===== config.mk =====
export PLATFORM = sky130hd
export DESIGN_NAME = riscv_multicycle_controller_flat
export DESIGN_NICKNAME = d
export VERILOG_FILES = /design/src/rtl/riscv_ctrl_pkg.sv /design/src/rtl/riscv_multicycle_controller_if.sv /design/src/rtl/riscv_alu_decoder.sv /design/src/rtl/riscv_multicycle_controller.sv /design/src/flat_wrapper.sv
export SDC_FILE = /design/constraint.sdc
export NUM_CORES = 1
export LEC_CHECK = 0
export ABC_AREA = 1
export BUFFER_PORTS_ARGS = -buffer_cell sky130_fd_sc_hd__buf_2
export CORE_ASPECT_RATIO = 0.7
export CORE_MARGIN = 2
export CORE_UTILIZATION = 25
export CTS_CLUSTER_DIAMETER = 80
export CTS_CLUSTER_SIZE = 10
export DETAILED_ROUTE_END_ITERATION = 8
export MAX_ROUTING_LAYER = met4
export PLACE_DENSITY_LB_ADDON = 0.15
export REMOVE_ABC_BUFFERS = 1
export SYNTH_ARGS = -nofsm -noshare
export SYNTH_HDL_FRONTEND = slang
export SYNTH_SLANG_ARGS = --single-unit

===== constraint.sdc =====
create_clock -name clk -period 3.4 [get_ports clk]
set_input_delay 0.34 -clock clk [delete_from_list [all_inputs] [get_ports clk]]
set_output_delay 0.34 -clock clk [all_outputs]
set_load 0.03 [all_outputs]

===== src/rtl/riscv_ctrl_pkg.sv =====
// Shared types and encodings for the multi-cycle RV32I control FSM and its ALU decoder.
package riscv_ctrl_pkg;

  typedef enum logic [3:0] {
    S_RST      = 4'd0,
    S_FETCH    = 4'd1,
    S_DECODE   = 4'd2,
    S_MEMADR   = 4'd3,
    S_MEMREAD  = 4'd4,
    S_MEMWB    = 4'd5,
    S_MEMWRITE = 4'd6,
    S_EXECR    = 4'd7,
    S_EXECI    = 4'd8,
    S_ALUWB    = 4'd9,
    S_BRANCH   = 4'd10,
    S_JAL      = 4'd11,
    S_JALR1    = 4'd12,
    S_JALR2    = 4'd13,
    S_LUI      = 4'd14,
    S_TRAP     = 4'd15
  } state_t;

  localparam logic [6:0] OP_LOAD   = 7'b0000011;
  localparam logic [6:0] OP_STORE  = 7'b0100011;
  localparam logic [6:0] OP_RTYPE  = 7'b0110011;
  localparam logic [6:0] OP_ITYPE  = 7'b0010011;
  localparam logic [6:0] OP_BRANCH = 7'b1100011;
  localparam logic [6:0] OP_JAL    = 7'b1101111;
  localparam logic [6:0] OP_JALR   = 7'b1100111;
  localparam logic [6:0] OP_LUI    = 7'b0110111;

  localparam logic [2:0] F3_WORD = 3'b010;
  localparam logic [2:0] F3_JALR = 3'b000;

  localparam logic [2:0] ALU_ADD  = 3'b000;
  localparam logic [2:0] ALU_SUB  = 3'b001;
  localparam logic [2:0] ALU_AND  = 3'b010;
  localparam logic [2:0] ALU_OR   = 3'b011;
  localparam logic [2:0] ALU_XOR  = 3'b100;
  localparam logic [2:0] ALU_SLT  = 3'b101;
  localparam logic [2:0] ALU_SLTU = 3'b110;

  localparam logic [2:0] IMM_I = 3'b000;
  localparam logic [2:0] IMM_S = 3'b001;
  localparam logic [2:0] IMM_B = 3'b010;
  localparam logic [2:0] IMM_J = 3'b011;
  localparam logic [2:0] IMM_U = 3'b100;

  localparam logic [1:0] RES_ALUOUT    = 2'd0;
  localparam logic [1:0] RES_MDR       = 2'd1;
  localparam logic [1:0] RES_ALURESULT = 2'd2;
  localparam logic [1:0] RES_IMMEXT    = 2'd3;

  localparam logic [1:0] SRCA_PC    = 2'd0;
  localparam logic [1:0] SRCA_OLDPC = 2'd1;
  localparam logic [1:0] SRCA_REG   = 2'd2;

  localparam logic [1:0] SRCB_REG  = 2'd0;
  localparam logic [1:0] SRCB_IMM  = 2'd1;
  localparam logic [1:0] SRCB_FOUR = 2'd2;

  localparam logic [1:0] BSEL_ZERO  = 2'd0;
  localparam logic [1:0] BSEL_NZERO = 2'd1;
  localparam logic [1:0] BSEL_NEG   = 2'd2;
  localparam logic [1:0] BSEL_NNEG  = 2'd3;

  typedef struct packed {
    logic       pc_write;
    logic       adr_src;
    logic       mem_write;
    logic       ir_write;
    logic       reg_write;
    logic       branch;
    logic       illegal;
    logic [1:0] result_src;
    logic [1:0] alu_src_a;
    logic [1:0] alu_src_b;
    logic [1:0] bsel;
    logic [2:0] alu_control;
    logic [2:0] imm_src;
  } ctrl_t;

  localparam ctrl_t CTRL_IDLE = '0;

  function automatic logic branch_legal(input logic [2:0] func3);
    return (func3 == 3'b000) || (func3 == 3'b001) ||
           (func3 == 3'b100) || (func3 == 3'b101);
  endfunction

  // beq/bne test the zero flag, blt/bge only the sign of the difference.
  function automatic logic [1:0] bsel_of(input logic [2:0] func3);
    logic [1:0] sel;
    case (func3)
      3'b001:  sel = BSEL_NZERO;
      3'b100:  sel = BSEL_NEG;
      3'b101:  sel = BSEL_NNEG;
      default: sel = BSEL_ZERO;
    endcase
    return sel;
  endfunction

endpackage


===== src/rtl/riscv_multicycle_controller_if.sv =====
// Decoded-instruction inputs and datapath control outputs of the multi-cycle controller.
interface riscv_multicycle_controller_if;

  logic [6:0] op;
  logic [2:0] func3;
  logic       func7;

  logic       pc_write;
  logic       adr_src;
  logic       mem_write;
  logic       ir_write;
  logic       reg_write;
  logic       branch;
  logic [1:0] result_src;
  logic [1:0] alu_src_a;
  logic [1:0] alu_src_b;
  logic [1:0] bsel;
  logic [2:0] alu_control;
  logic [2:0] imm_src;
  logic       illegal;
  logic [3:0] state_o;

  modport master (
    input  op, func3, func7,
    output pc_write, adr_src, mem_write, ir_write, reg_write, branch,
           result_src, alu_src_a, alu_src_b, bsel, alu_control, imm_src,
           illegal, state_o
  );

  modport slave (
    output op, func3, func7,
    input  pc_write, adr_src, mem_write, ir_write, reg_write, branch,
           result_src, alu_src_a, alu_src_b, bsel, alu_control, imm_src,
           illegal, state_o
  );

endinterface


===== src/rtl/riscv_alu_decoder.sv =====
// Maps func3/func7 of R- and I-type ALU instructions to an ALU operation and a legality flag.
module riscv_alu_decoder
  import riscv_ctrl_pkg::*;
(
  input  logic [2:0] func3,
  input  logic       func7,
  input  logic       is_rtype,
  output logic [2:0] alu_control,
  output logic       legal
);

  // Shifts (001/101) are outside the supported subset; func7 only selects SUB for R-type.
  always_comb begin
    alu_control = ALU_ADD;
    legal       = 1'b1;
    case (func3)
      3'b000:  alu_control = (is_rtype && func7) ? ALU_SUB : ALU_ADD;
      3'b111:  alu_control = ALU_AND;
      3'b110:  alu_control = ALU_OR;
      3'b100:  alu_control = ALU_XOR;
      3'b010:  alu_control = ALU_SLT;
      3'b011:  alu_control = ALU_SLTU;
      default: legal = 1'b0;
    endcase
  end

endmodule


===== src/rtl/riscv_multicycle_controller.sv =====
// Moore control FSM for the multi-cycle RV32I datapath (ALU ops, lw/sw, branches, jal/jalr, lui).
module riscv_multicycle_controller
  import riscv_ctrl_pkg::*;
#(
  parameter bit TRAP_ON_ILLEGAL = 1'b1
) (
  input  logic                           clk,
  input  logic                           rst_n,
  riscv_multicycle_controller_if.master  bus
);

  localparam state_t ILLEGAL_NEXT = TRAP_ON_ILLEGAL ? S_TRAP : S_FETCH;

  state_t     state_reg;
  state_t     state_next;
  ctrl_t      ctrl;
  logic [2:0] alu_control_dec;
  logic       func_legal;

  riscv_alu_decoder u_alu_dec (
    .func3       (bus.func3),
    .func7       (bus.func7),
    .is_rtype    (bus.op == OP_RTYPE),
    .alu_control (alu_control_dec),
    .legal       (func_legal)
  );

  always_ff @(posedge clk or negedge rst_n) begin
    if (!rst_n) begin
      state_reg <= S_RST;
    end else begin
      state_reg <= state_next;
    end
  end

  always_comb begin
    state_next = state_reg;
    case (state_reg)
      S_RST:    state_next = S_FETCH;
      S_FETCH:  state_next = S_DECODE;
      S_DECODE: begin
        case (bus.op)
          OP_LOAD,
          OP_STORE:  state_next = (bus.func3 == F3_WORD) ? S_MEMADR : ILLEGAL_NEXT;
          OP_RTYPE:  state_next = func_legal ? S_EXECR : ILLEGAL_NEXT;
          OP_ITYPE:  state_next = func_legal ? S_EXECI : ILLEGAL_NEXT;
          OP_BRANCH: state_next = branch_legal(bus.func3) ? S_BRANCH : ILLEGAL_NEXT;
          OP_JAL:    state_next = S_JAL;
          OP_JALR:   state_next = (bus.func3 == F3_JALR) ? S_JALR1 : ILLEGAL_NEXT;
          OP_LUI:    state_next = S_LUI;
          default:   state_next = ILLEGAL_NEXT;
        endcase
      end
      S_MEMADR:   state_next = (bus.op == OP_LOAD) ? S_MEMREAD : S_MEMWRITE;
      S_MEMREAD:  state_next = S_MEMWB;
      S_MEMWB:    state_next = S_FETCH;
      S_MEMWRITE: state_next = S_FETCH;
      S_EXECR:    state_next = S_ALUWB;
      S_EXECI:    state_next = S_ALUWB;
      S_ALUWB:    state_next = S_FETCH;
      S_BRANCH:   state_next = S_FETCH;
      S_JAL:      state_next = S_ALUWB;
      S_JALR1:    state_next = S_JALR2;
      S_JALR2:    state_next = S_ALUWB;
      S_LUI:      state_next = S_FETCH;
      S_TRAP:     state_next = S_TRAP;
      default:    state_next = S_RST;
    endcase
  end

  always_comb begin
    ctrl = CTRL_IDLE;
    case (state_reg)
      S_FETCH: begin
        ctrl.adr_src    = 1'b0;
        ctrl.ir_write   = 1'b1;
        ctrl.alu_src_a  = SRCA_PC;
        ctrl.alu_src_b  = SRCB_FOUR;
        ctrl.result_src = RES_ALURESULT;
        ctrl.pc_write   = 1'b1;
      end
      // Branch/jump target OldPC + imm is precomputed here into ALUOut.
      S_DECODE: begin
        ctrl.alu_src_a = SRCA_OLDPC;
        ctrl.alu_src_b = SRCB_IMM;
        ctrl.imm_src   = (bus.op == OP_JAL) ? IMM_J : IMM_B;
      end
      S_MEMADR: begin
        ctrl.alu_src_a = SRCA_REG;
        ctrl.alu_src_b = SRCB_IMM;
        ctrl.imm_src   = (bus.op == OP_STORE) ? IMM_S : IMM_I;
      end
      S_MEMREAD: begin
        ctrl.adr_src    = 1'b1;
        ctrl.result_src = RES_ALUOUT;
      end
      S_MEMWB: begin
        ctrl.result_src = RES_MDR;
        ctrl.reg_write  = 1'b1;
      end
      S_MEMWRITE: begin
        ctrl.adr_src    = 1'b1;
        ctrl.result_src = RES_ALUOUT;
        ctrl.mem_write  = 1'b1;
      end
      S_EXECR: begin
        ctrl.alu_src_a   = SRCA_REG;
        ctrl.alu_src_b   = SRCB_REG;
        ctrl.alu_control = alu_control_dec;
      end
      S_EXECI: begin
        ctrl.alu_src_a   = SRCA_REG;
        ctrl.alu_src_b   = SRCB_IMM;
        ctrl.imm_src     = IMM_I;
        ctrl.alu_control = alu_control_dec;
      end
      S_ALUWB: begin
        ctrl.result_src = RES_ALUOUT;
        ctrl.reg_write  = 1'b1;
      end
      S_BRANCH: begin
        ctrl.alu_src_a   = SRCA_REG;
        ctrl.alu_src_b   = SRCB_REG;
        ctrl.alu_control = ALU_SUB;
        ctrl.branch      = 1'b1;
        ctrl.result_src  = RES_ALUOUT;
        ctrl.bsel        = bsel_of(bus.func3);
      end
      // Jumps load the target from ALUOut while the ALU forms the link value OldPC + 4.
      S_JAL,
      S_JALR2: begin
        ctrl.alu_src_a  = SRCA_OLDPC;
        ctrl.alu_src_b  = SRCB_FOUR;
        ctrl.result_src = RES_ALUOUT;
        ctrl.pc_write   = 1'b1;
      end
      S_JALR1: begin
        ctrl.alu_src_a = SRCA_REG;
        ctrl.alu_src_b = SRCB_IMM;
        ctrl.imm_src   = IMM_I;
      end
      S_LUI: begin
        ctrl.imm_src    = IMM_U;
        ctrl.result_src = RES_IMMEXT;
        ctrl.reg_write  = 1'b1;
      end
      S_TRAP:  ctrl.illegal = 1'b1;
      default: ctrl = CTRL_IDLE;
    endcase
  end

  assign bus.pc_write    = ctrl.pc_write;
  assign bus.adr_src     = ctrl.adr_src;
  assign bus.mem_write   = ctrl.mem_write;
  assign bus.ir_write    = ctrl.ir_write;
  assign bus.reg_write   = ctrl.reg_write;
  assign bus.branch      = ctrl.branch;
  assign bus.result_src  = ctrl.result_src;
  assign bus.alu_src_a   = ctrl.alu_src_a;
  assign bus.alu_src_b   = ctrl.alu_src_b;
  assign bus.bsel        = ctrl.bsel;
  assign bus.alu_control = ctrl.alu_control;
  assign bus.imm_src     = ctrl.imm_src;
  assign bus.illegal     = ctrl.illegal;
  assign bus.state_o     = state_reg;

endmodule


===== src/flat_wrapper.sv =====
// flat-port wrapper written by rule: the top's interface ports become plain ports
module riscv_multicycle_controller_flat import riscv_ctrl_pkg::*;
#(
  parameter bit TRAP_ON_ILLEGAL = 1'b1
)
  (clk, rst_n, bus_op, bus_func3, bus_func7, bus_pc_write, bus_adr_src, bus_mem_write, bus_ir_write, bus_reg_write, bus_branch, bus_result_src, bus_alu_src_a, bus_alu_src_b, bus_bsel, bus_alu_control, bus_imm_src, bus_illegal, bus_state_o);
  riscv_multicycle_controller_if bus_i ();
  input  logic clk;
  input  logic rst_n;
  input wire logic [$bits(bus_i.op)-1:0] bus_op;
  input wire logic [$bits(bus_i.func3)-1:0] bus_func3;
  input wire logic [$bits(bus_i.func7)-1:0] bus_func7;
  output wire logic [$bits(bus_i.pc_write)-1:0] bus_pc_write;
  output wire logic [$bits(bus_i.adr_src)-1:0] bus_adr_src;
  output wire logic [$bits(bus_i.mem_write)-1:0] bus_mem_write;
  output wire logic [$bits(bus_i.ir_write)-1:0] bus_ir_write;
  output wire logic [$bits(bus_i.reg_write)-1:0] bus_reg_write;
  output wire logic [$bits(bus_i.branch)-1:0] bus_branch;
  output wire logic [$bits(bus_i.result_src)-1:0] bus_result_src;
  output wire logic [$bits(bus_i.alu_src_a)-1:0] bus_alu_src_a;
  output wire logic [$bits(bus_i.alu_src_b)-1:0] bus_alu_src_b;
  output wire logic [$bits(bus_i.bsel)-1:0] bus_bsel;
  output wire logic [$bits(bus_i.alu_control)-1:0] bus_alu_control;
  output wire logic [$bits(bus_i.imm_src)-1:0] bus_imm_src;
  output wire logic [$bits(bus_i.illegal)-1:0] bus_illegal;
  output wire logic [$bits(bus_i.state_o)-1:0] bus_state_o;
  assign bus_i.op = bus_op;
  assign bus_i.func3 = bus_func3;
  assign bus_i.func7 = bus_func7;
  assign bus_pc_write = bus_i.pc_write;
  assign bus_adr_src = bus_i.adr_src;
  assign bus_mem_write = bus_i.mem_write;
  assign bus_ir_write = bus_i.ir_write;
  assign bus_reg_write = bus_i.reg_write;
  assign bus_branch = bus_i.branch;
  assign bus_result_src = bus_i.result_src;
  assign bus_alu_src_a = bus_i.alu_src_a;
  assign bus_alu_src_b = bus_i.alu_src_b;
  assign bus_bsel = bus_i.bsel;
  assign bus_alu_control = bus_i.alu_control;
  assign bus_imm_src = bus_i.imm_src;
  assign bus_illegal = bus_i.illegal;
  assign bus_state_o = bus_i.state_o;
  riscv_multicycle_controller #(.TRAP_ON_ILLEGAL(TRAP_ON_ILLEGAL)) u_core (.clk(clk), .rst_n(rst_n), .bus(bus_i));
endmodule

==> flow_summary.json, run 1 <==
{
  "dp_slack_ps": 1603,
  "worst-setup-path-type": "reg -> out",
  "antennaDiodeCount": 0,
  "ctsResizeCount": 0,
  "fin_crit_ps": 1969,
  "drv_slew": 0,
  "synth_compound_area_share_pct": 15.15,
  "wl_per_cell_um": 10.79,
  "clock_sinks": 4,
  "areaGrowthSynthToFinish_pct": 37.88,
  "max_freq_mhz": 507.9,
  "clock_latency_ps": 220,
  "setup_ws_ps": 1431,
  "final_cell_mix": "buf_2 (37), nand2_1 (30), nor2_1 (24)",
  "worstPathRequired_ps": 3060,
  "syn_inst": 130,
  "synth_area_sq_um": 743.2,
  "finalSetupViolations": 0,
  "slew_headroom_pct": 76.50,
  "slowest_stage": "dfrtp_1",
  "num-fill-cells": 321,
  "tns_ps": 0,
  "drt_iter0_drc": 56,
  "final_common_cell": "buf_2",
  "synth_seq_cells": 4,
  "rsz0062_at_grt": "false",
  "place_hpwl_um": 1891,
  "synth_top_area_share_pct": 15.15,
  "grt_pass1_wl_um": 3988,
  "num-nets-final": 186,
  "synth_cell_types": 26,
  "multiInputGateArea_sq_um": 545.5,
  "cp_top_family": "flip-flops",
  "die_width_um": 69.17,
  "synth_area_leader_cell": "nand2_1",
  "start_kind": "flop",
  "worstPathMaxFanout": 7,
  "avgSynthCellArea_sq_um": 5.717,
  "cp_num_buf_inv": 1,
  "grt_pass1_vias": 838,
  "cellPowerDensity_nw_per_um2": 793.6,
  "gp_congestion": 0.8700,
  "grt_remaining_overflow": 0,
  "antenna_left": 0,
  "r2r-start": "u_core.bus.state_o[2]",
  "reg2regPathDepth": 6,
  "timing.reg2reg.setup_slack_ps": 2050,
  "layout-drive-gt1-share_pct": 42.11,
  "htree_levels": 1,
  "die_h_um": 49.62,
  "synth_top_family_by_area": "simple AND/OR/NAND/NOR gates",
  "path_cells": "nor2_2 -> nand2_1 -> o32ai_1 -> buf_2",
  "antenna_found_initial": 0,
  "rr_endpoint": "u_core.bus.state_o[3]",
  "num_io_pins": 38,
  "synth_xor_area_share_pct": 0,
  "route.detailed.drc": 0,
  "routed_via_density": 4.464,
  "synth_area_leaders": "nand2_1 (15%), dfrtp_1 (13%), nor2_1 (12%)",
  "dr.pass1.iters": 4,
  "clockBufferDepth": 2,
  "p_leak_nw": 0.6374,
  "port_buffers": 37,
  "synthAdderAreaFrac_pct": 0,
  "yosysWarnings": 0,
  "min_period_over_period_pct": 57.90,
  "cts_root_buf": "clkbuf_8",
  "grt_max_degree": 8,
  "min_path_type": "in -> async",
  "core_sq_um": 2823,
  "max_stage_delay_ps": 460,
  "largest_reg_flops": 4,
  "vias": 924,
  "grtUsageTotal_pct": 14.65,
  "seq_area_sq_um": 100.1,
  "yosys.area_share.simple_pct": 58.25,
  "peakVddDrop_uv": 174.1,
  "cts_tree": "yes",
  "synth.yosys.seq_area_share_pct": 13.47,
  "num_rows": 16,
  "cp-end-kind": "output port",
  "cts_buffers": 3,
  "hold_viol": 0,
  "max-cap-violations": 0,
  "start_util_pct": 26.33,
  "status": "finished clean",
  "tightestPinTransition_ps": 351.2,
  "synthMuxAreaShare_pct": 0,
  "clk_pin_slew_ps": 30,
  "fin_worst_skew_ps": 3.915,
  "routed_wirelength_um": 2234,
  "cp.arrival_ps": 1630,
  "fp.dieArea_sq_um": 3432
}
-- worst max path at each step --
stage,from,endpoint,slack [ps],depth (start not counted)
6_report,u_core.bus.state_o[3],bus_imm_src[0],1430,4
4_1_cts,u_core.bus.state_o[3],bus_imm_src[0],1450,4
3_5_place_dp,bus_op[3],bus_imm_src[0],1600,7
3_3_place_gp,bus_op[3],bus_imm_src[0],1610,7
2_1_floorplan,u_core.bus.state_o[3],bus_imm_src[0],1340,3
5_1_grt,u_core.bus.state_o[0],bus_alu_control[2],1340,6
-- cell usage after synthesis --
cell      count
inv_1        16
nor3_1        2
nor3_2        1
nand2_4       2
o21ai_1       2
o32ai_1       1
inv_2        10
o21ai_0       3
a22oi_2       1
nor2_4        4
a31oi_1       1
nor2_2        2
o21ai_2       1
a21oi_1       2
nand2_2       7
nor2_1       24
nor2_8        1
dfrtp_1       4
a211oi_2      1
nand4_1       1
nand3_2       1
nand2_1      30
nand3_1      10
o211ai_2      1
o211ai_1      1
a221oi_1      1
-- timing repair --
item,in CTS,in global routing
setup buffers,0,0
hold buffers,1,0
hold endpoints to repair,4,0
-- logic make-up (layout without fill, tap and decap cells) --
family / count (synthesis) / in the layout
compound gates: 15 / 15
buf+inv: 26 / 67
flops: 4 / 4
simple gates: 85 / 85
-- metal layers --
layer | up-vias | track usage [%] | share of wire, %
met2 | 26 | 20.99 | 41
met4 | 0 | 2.941 | 0
met3 | 0 | 3.476 | 5.3
li1 | 496 | - | -
met1 | 402 | 20.91 | 53
met5 | - | - | 0
-- layout make-up --
class | instances | area share (%)
Clock buffer | 3 | 4.029
Inverter | 26 | 9.524
Multi-Input combinational cell | 100 | 53.24
Timing Repair Buffer | 38 | 19.05
Sequential cell | 4 | 9.768
Tap cell | 36 | 4.396
-- report_power, final --
part | switching (mW) | total [mW] | internal [mW]
clock | 0.0246 | 0.100 | 0.0755
combinational | 0.441 | 0.603 | 0.162
sequential | 0.0398 | 0.110 | 0.0702
-- metrics by stage --
step                utilization (%)  cell area (sq um)  hold slack (ps)  cells  power [mW]
finish                        36.30               1025            478.7    207      0.8133
global route                  36.30               1025            496.7    207      0.8822
CTS                           36.30               1025            453.8    207      0.8221
detailed placement            34.49              973.4            149.3    203      0.7171
global placement              34.49              973.4            145.4    203      0.7224
floorplan                         -              743.2            44.41    130      0.5498
Power figures use the tool's default switching activity.
==> run 2: changes to the inputs <==
==> constraint.sdc (replaced) <==
create_clock -name clk -period 2 [get_ports clk]
set_input_delay 0.2 -clock clk [delete_from_list [all_inputs] [get_ports clk]]
set_output_delay 0.2 -clock clk [all_outputs]
set_load 0.03 [all_outputs]
==> flow_summary.json, run 2 (synthesis results as in run 1) <==
{
  "place_hpwl_um": 1917,
  "p_seq_share_pct": 13.6,
  "areaGrowthSynthToFinish_pct": 37.88,
  "routed_wirelength_um": 2150,
  "vias": 942,
  "start_kind": "flop",
  "tightestPinTransition_ps": 368.9,
  "antenna_found_initial": 0,
  "routed_via_density": 4.551,
  "layout-drive-gt1-share_pct": 42.11,
  "dr.pass1.iters": 4,
  "die_h_um": 49.62,
  "min_path_type": "in -> async",
  "clock_sinks": 4,
  "route.detailed.drc": 0,
  "grt_pass1_vias": 824,
  "wl_per_cell_um": 10.39,
  "rsz0062_at_grt": "false",
  "worstPathRequired_ps": 1800,
  "largest_reg_flops": 4,
  "clk_pin_slew_ps": 30,
  "peakVddDrop_uv": 400.1,
  "internal-power_mw": 0.5224,
  "grt_pass1_wl_um": 3615,
  "hold_viol": 0,
  "htree_levels": 1,
  "clockBufferDepth": 2,
  "port_buffers": 37,
  "clock_latency_ps": 210,
  "tns_ps": 0,
  "die_width_um": 69.17,
  "gp_congestion": 0.8523,
  "cp_num_buf_inv": 1,
  "min_period_over_period_pct": 92.16,
  "grtUsageTotal_pct": 13.05,
  "fp.dieArea_sq_um": 3432,
  "status": "finished clean",
  "r2r-start": "u_core.bus.state_o[3]",
  "antenna_left": 0,
  "drv_slew": 0,
  "slew_headroom_pct": 75.32,
  "worst-setup-path-type": "reg -> out",
  "final_common_cell": "buf_2",
  "max_stage_delay_ps": 460,
  "final_cells": 207,
  "num-nets-final": 186,
  "timing.reg2reg.setup_slack_ps": 660,
  "cts_tree": "yes",
  "placed_area_sq_um": 973.4,
  "cts_root_buf": "clkbuf_8",
  "cp-end-kind": "output port",
  "cp_top_family": "flip-flops",
  "slowest_stage": "dfrtp_1",
  "rr_endpoint": "u_core.bus.state_o[3]",
  "antennaDiodeCount": 0,
  "grt_remaining_overflow": 0,
  "p_leak_nw": 0.6374,
  "dp_cells": 203,
  "fin_crit_ps": 1843,
  "reg2regPathDepth": 6,
  "core_sq_um": 2823,
  "finalSetupViolations": 0,
  "p_switching_mw": 0.8552,
  "cts_buffers": 3,
  "cts_hold_buf": 1,
  "max-cap-violations": 0,
  "num_io_pins": 38,
  "fin_worst_skew_ps": 2.735,
  "start_util_pct": 26.33,
  "worstPathMaxFanout": 7,
  "cellPowerDensity_nw_per_um2": 1344,
  "worstSetupPathDepth": 4,
  "combPwrFrac_pct": 74.6,
  "cp.arrival_ps": 1640,
  "path_cells": "nor2_2 -> nand2_1 -> o32ai_1 -> buf_2",
  "max_freq_mhz": 542.5,
  "cts_setup_buffers": 0,
  "pwr-share-clk_pct": 11.8,
  "final_cell_mix": "buf_2 (37), nand2_1 (30), nor2_1 (24)",
  "num-fill-cells": 333,
  "num_rows": 16,
  "p_sw_share_pct": 62.08,
  "grt_max_degree": 8,
  "fin_area_sq_um": 1025,
  "finish.utilization_pct": 36.30,
  "ctsResizeCount": 0,
  "drt_iter0_drc": 61
}
run 2: worst max-delay path by stage:
stage | slack, ps | end | startpoint
2_1_floorplan | 80 | bus_imm_src[0] | u_core.bus.state_o[3]
3_3_place_gp | 440 | bus_imm_src[0] | u_core.bus.state_o[3]
3_5_place_dp | 420 | bus_imm_src[0] | u_core.bus.state_o[3]
4_1_cts | 190 | bus_imm_src[0] | u_core.bus.state_o[3]
5_1_grt | 60 | bus_imm_src[0] | u_core.bus.state_o[1]
6_report | 160 | bus_imm_src[0] | u_core.bus.state_o[3]
run 2: power by group through the flow:
stage	logic, mW	clock network [mW]	registers (mW)
6_report	1.03	0.163	0.187
5_1_grt	1.11	0.177	0.197
4_1_cts	1.03	0.169	0.187
3_5_place_dp	1.03	0	0.188
3_3_place_gp	1.04	0	0.185
2_1_floorplan	0.688	0	0.247
run 2: per-stage QoR:
| step | total power, mW | setup WS [ps] | hold WS (ps) |
|---|---|---|---|
| 2_1_floorplan | 0.9346 | 75.13 | -95.59 |
| 3_3_place_gp | 1.223 | 442.8 | 5.512 |
| 3_5_place_dp | 1.219 | 416.1 | 6.607 |
| 4_1_cts | 1.390 | 185.0 | 323.4 |
| 5_1_grt | 1.483 | 62.65 | 338.0 |
| 6_report | 1.378 | 156.8 | 321.3 |
run 2: layer usage:
| metal | GRT usage [%] | wire (um) | part of all wire (%) |
|---|---|---|---|
| met1 | 18.74 | 1139 | 53 |
| met2 | 19.23 | 865 | 40 |
| met3 | 3.885 | 145 | 6.7 |
| met4 | 0 | 0 | 0 |
| met5 | - | 0 | 0 |
run 2: worst reg2reg max path: stages (launching register included):
cell,delay (ps)
dfrtp_1,460
nand2_2,140
nor3_1,60
a21oi_1,280
nand2_1,110
nor2_1,120
nand2_1,70
run 2: cell type report:
cell class | count | area [sq um] | area share, %
flip-flops and latches | 4 | 100.1 | 9.768
well taps | 36 | 45.04 | 4.396
inverters | 26 | 97.59 | 9.524
clock buffers | 3 | 41.29 | 4.029
repair buffers | 38 | 195.2 | 19.05
multi-input cells | 100 | 545.5 | 53.24
